<file path="src/rtl/req_gnt_reg_target.sv">
// rtl/req_gnt_reg_target.sv - req/gnt responder with a small writable/readable register window
module req_gnt_reg_target #(
  parameter int ADDR_W   = 8,
  parameter int DATA_W   = 8,
  parameter int MIN_ADDR = 1,
  parameter int MAX_ADDR = 5,
  parameter int CNT_W    = 8
) (
  input  logic              clk,
  input  logic              rst,
  input  logic              req,
  output logic              gnt,
  input  logic              ce,
  input  logic              wr,
  input  logic [ADDR_W-1:0] addr,
  input  logic [DATA_W-1:0] data,
  output logic [DATA_W-1:0] rdata,
  output logic              rvalid,
  output logic              err,
  output logic [CNT_W-1:0]  wr_cnt,
  output logic [CNT_W-1:0]  err_cnt
);

  localparam int DEPTH = MAX_ADDR - MIN_ADDR + 1;

  typedef enum logic {IDLE, GRANT} state_t;

  state_t            state_q, state_d;
  logic              gnt_q;
  logic [DATA_W-1:0] regs_q [DEPTH];
  logic [DATA_W-1:0] rdata_q, rdata_d;
  logic              rvalid_q, rvalid_d;
  logic              err_q, err_d;
  logic [CNT_W-1:0]  wr_cnt_q, wr_cnt_d;
  logic [CNT_W-1:0]  err_cnt_q, err_cnt_d;

  logic              in_win, accept, wr_hit, rd_hit, err_ev;
  logic [ADDR_W-1:0] offs;
  logic [DATA_W-1:0] rd_word;

  always_comb begin
    state_d = state_q;
    case (state_q)
      IDLE:    if (req)  state_d = GRANT;
      GRANT:   if (!req) state_d = IDLE;
      default: state_d = IDLE;
    endcase
  end

  // Accesses are qualified by the registered grant, so the cycle req drops still accepts.
  assign in_win = (addr >= ADDR_W'(MIN_ADDR)) && (addr <= ADDR_W'(MAX_ADDR));
  assign offs   = addr - ADDR_W'(MIN_ADDR);
  assign accept = ce & gnt_q;
  assign wr_hit = accept & wr & in_win;
  assign rd_hit = accept & ~wr;
  assign err_ev = ce & (~gnt_q | ~in_win);

  always_comb begin
    rd_word = '0;
    for (int i = 0; i < DEPTH; i++) begin
      if (in_win && offs == ADDR_W'(i)) rd_word = regs_q[i];
    end
  end

  always_comb begin
    rdata_d   = rdata_q;
    if (rd_hit) rdata_d = rd_word;
    rvalid_d  = rd_hit;
    err_d     = err_ev;
    wr_cnt_d  = (wr_hit && wr_cnt_q != '1) ? wr_cnt_q + CNT_W'(1) : wr_cnt_q;
    err_cnt_d = (err_ev && err_cnt_q != '1) ? err_cnt_q + CNT_W'(1) : err_cnt_q;
  end

  always_ff @(posedge clk) begin
    if (rst) begin
      state_q   <= IDLE;
      gnt_q     <= 1'b0;
      rdata_q   <= '0;
      rvalid_q  <= 1'b0;
      err_q     <= 1'b0;
      wr_cnt_q  <= '0;
      err_cnt_q <= '0;
      for (int i = 0; i < DEPTH; i++) regs_q[i] <= '0;
    end else begin
      state_q   <= state_d;
      gnt_q     <= (state_d == GRANT);
      rdata_q   <= rdata_d;
      rvalid_q  <= rvalid_d;
      err_q     <= err_d;
      wr_cnt_q  <= wr_cnt_d;
      err_cnt_q <= err_cnt_d;
      for (int i = 0; i < DEPTH; i++) begin
        if (wr_hit && offs == ADDR_W'(i)) regs_q[i] <= data;
      end
    end
  end

  assign gnt     = gnt_q;
  assign rdata   = rdata_q;
  assign rvalid  = rvalid_q;
  assign err     = err_q;
  assign wr_cnt  = wr_cnt_q;
  assign err_cnt = err_cnt_q;

endmodule
</file>
<file path="config.mk">
export PLATFORM = sky130hd
export DESIGN_NAME = req_gnt_reg_target
export DESIGN_NICKNAME = d
export VERILOG_FILES = /design/src/rtl/req_gnt_reg_target.sv
export SDC_FILE = /design/constraint.sdc
export NUM_CORES = 1
export LEC_CHECK = 0
export CAP_MARGIN = 40
export CORE_UTILIZATION = 55
export CTS_CLUSTER_DIAMETER = 200
export DETAILED_ROUTE_END_ITERATION = 6
export PLACE_DENSITY = 0.78
export SLEW_MARGIN = 20
export SYNTH_ARGS = -nofsm -noshare
export SYNTH_HDL_FRONTEND = slang
export SYNTH_SLANG_ARGS = --single-unit
</file>
<file path="constraint.sdc">
create_clock -name clk -period 7.3 [get_ports clk]
set_clock_uncertainty 0.05 [all_clocks]
set_input_delay 1.46 -clock clk [delete_from_list [all_inputs] [get_ports clk]]
set_output_delay 1.46 -clock clk [all_outputs]
set_load 0.01 [all_outputs]
</file>
==> summary.txt <==
Clocking
  • Clock sinks: 67
  • Htree depth: 3
  • CTS Hold Bufs: 0
  • Skew-Pair Late Insertion Delay: 0.33 ns
  • Cts repair resizes: 0
  • CTS root buf: clkbuf_8
  • Clock buffer depth: 2
  • Setup Buffers After CTS: 0
  • CTS tree: built
  • CTS clock-pin slew for the worst setup and hold paths: 0.07 ns
  • TritonCTS Buffers: 9

Pwr
  • Psw: 155 µW
  • Total power: 714 µW
  • PD cells: 202 nW/µm²
  • Internal: 559 µW
  • Clk network pwr share: 35.6%
  • Combinational fraction of design power: 7.0%
  • Sw frac: 21.8%
  • Reg power frac: 57.4%
  • Leak: 1.26 nW
  • Worst IR Drop VDD: 179 µV

Synth
  • Syn Inst Count: 244
  • Netlist cell types: 42
  • Mapped Avg Cell Area: 11.5 µm²
  • Top_reg_cell synth: edfxtp_1
  • Area leader, netlist: edfxtp_1
  • #FFs+latches synth: 67
  • Syn Nets: 267
  • Top post-synthesis cells by area: edfxtp_1 (43%), dfxtp_1 (19%), nor2_1 (4.4%)
  • Share of the synthesized area in the top cell type: 42.6%
  • Register area share after synthesis: 61.8%
  • Post-synth ARST share: 0%
  • Mapped Area: 2820 µm²
  • EDFF count, synth: 40
  • Yosys warns: 0

Floorplanning
  • Chip Width: 73.6 µm
  • Row count: 25
  • Starting Density: 58.5%
  • Die area: 5410 µm²
  • Die H: 73.6 µm
  • I/O pins: 48
  • Core area: 4820 µm²

Worst hold path
  • HP Class: flip-flop to flip-flop
  • Hold Crit Depth: 2

Setup path
  • Cell chain of the critical path: clkdlybuf4s50_1, nor4_4, a21o_1, o41ai_1, buf_4
  • R2R Setup Slk: 4.72 ns
  • Critical Path RT: 7.29 ns
  • Startpoint types: input port
  • Critical Path AT: 3.84 ns
  • Crit end category: flip-flop
  • Worst-case reg-to-reg path depth: 4
  • Max stage delay on crit path: 0.91 ns
  • Worst Path Class, Setup: input port to flip-flop
  • Crit path max fanout: 13
  • Slowest CP cell: clkdlybuf4s50_1

Cells and area
  • Area grow syn2layout: 25.3%
  • Post-layout util: 73.3%
  • Final Instance Count excl. Fillers: 368
  • Share of cells above drive strength 1: 7.97%
  • Fillers: 357
  • Reg area: 1740 µm²
  • Antenna cells: 0
  • Multi-input combinational cell area: 1010 µm²
  • Commonest non-fill, non-tap cell in the layout: clkdlybuf4s50_1
  • Nets: 320
  • Most frequent cells in the layout: clkdlybuf4s50_1 (47), edfxtp_1 (40), nor2_1 (33)

STA
  • Slew HR: 43.5%
  • Max Slew Vio Count: 0
  • Setup TNS: 0 ns
  • Final Hold Violating Endpoints: 0
  • Max Fclk: 260 MHz
  • Final period utilization: 52.8%
  • RSZ-0062 raised after global routing: false
  • Tmin final: 3.85 ns
  • Slew @ Worst Pin: 0.837 ns
  • Setup ws final: 3.45 ns
  • Final setup fails: 0

Placed design
  • Dpl cells: 350
  • Dpl hpwl: 4400 µm
  • Number of port buffers: 47
  • Setup WS pre-CTS: 3.08 ns
  • GP Congestion: 0.779

Global route
  • Total track usage: 25.4%
  • Vias in the first global route: 1987
  • Grt total ovfl: 0
  • First-pass GRT wire length: 9850 µm
  • Largest net degree at the start of global routing: 30
  • Antenna violations before repair: 0

Route
  • 1st-iter DRT viols: 120
  • Antenna viol nets, final: 0
  • Detailed Routing Iterations Pass 1: 4
  • WL/cell: 17.1 µm
  • Average vias per placed instance: 5.67
  • # DRC: 0
  • Vias post-DR: 2086
  • Routed Wire Length: 6290 µm

Run status
  • Status: finished, final reports clean

Run
  • Max Cap Viol: 0
-- cells by family after synthesis --
family | after synthesis | share of synthesized area [%]
fa+ha+maj | 2 | 0.888
mux | 11 | 3.95
buf+inv | 15 | 2.26
simple gates | 105 | 19.5
xor+xnor | 7 | 2.18
flops | 67 | 61.8
compound gates | 37 | 9.37
-- final timing paths --
path / endpoint / startpoint
setup / recovery: regs_q[0][23] / addr[0]
hold / removal: err_cnt[5] / err_cnt[5]
setup reg to reg: regs_q[0][23] / gnt
hold reg to reg: err_cnt[5] / err_cnt[5]
-- per-layer routing --
metal  vias to the layer above  wire length [µm]  GRT usage, %
li1                       1014                 -             -
met3                         4               348          6.58
met4                         0                34          7.91
met1                      1010              2660          33.2
met5                         -                 0             0
met2                        58              3240          41.5
-- state kept, by name (all words and copies together) (netlist names) --
signal / count
err: 1
regs_q: 40
wr_cnt: 8
rvalid: 1
err_cnt: 8
gnt: 1
rdata: 8
-- Yosys cell counts, types with 3 or more instances --
cell / number
nor2_1: 33
or4_1: 3
o221ai_1: 8
nor4_1: 4
inv_1: 3
mux2i_1: 10
nor2b_1: 3
xnor2_1: 6
clkbuf_1: 9
nand4_1: 4
edfxtp_1: 40
dfxtp_1: 27
o41ai_1: 3
nand2_1: 15
and2_1: 9
a22oi_1: 8
and3_1: 3
nand3_1: 7
o21ai_0: 6
nor3_1: 12
a21oi_1: 5
-- critical path: cells and delay by family --
| kind | cells | cell delay (ns) |
|---|---|---|
| compound gates | 2 | 1.07 |
| buf+inv | 2 | 1.19 |
| simple gates | 1 | 0.11 |
-- power by group through the flow --
stage               clock network [mW]  registers, mW  logic [mW]
floorplan                            0          0.419      0.0236
global placement                     0          0.418      0.0474
detailed placement                   0          0.419      0.0489
CTS                              0.259          0.410      0.0492
global route                     0.277          0.410      0.0539
finish                           0.254          0.410      0.0500
-- layout make-up --
type	instances	area share [%]
sequential	67	49.3
multi-input combinational	162	28.7
tap	67	2.38
timing repair buffer	54	14.7
clock inverter	3	0.425
inverter	3	0.319
clock buffer	12	4.11
-- through the flow --
| step | cell area [µm²] | hold slack, ns |
|---|---|---|
| floorplan | 2820 | 0.433 |
| global placement | 3350 | 0.442 |
| detailed placement | 3350 | 0.452 |
| CTS | 3510 | 0.465 |
| global route | 3530 | 0.505 |
| finish | 3530 | 0.465 |
(Power assumes the default switching activity.)
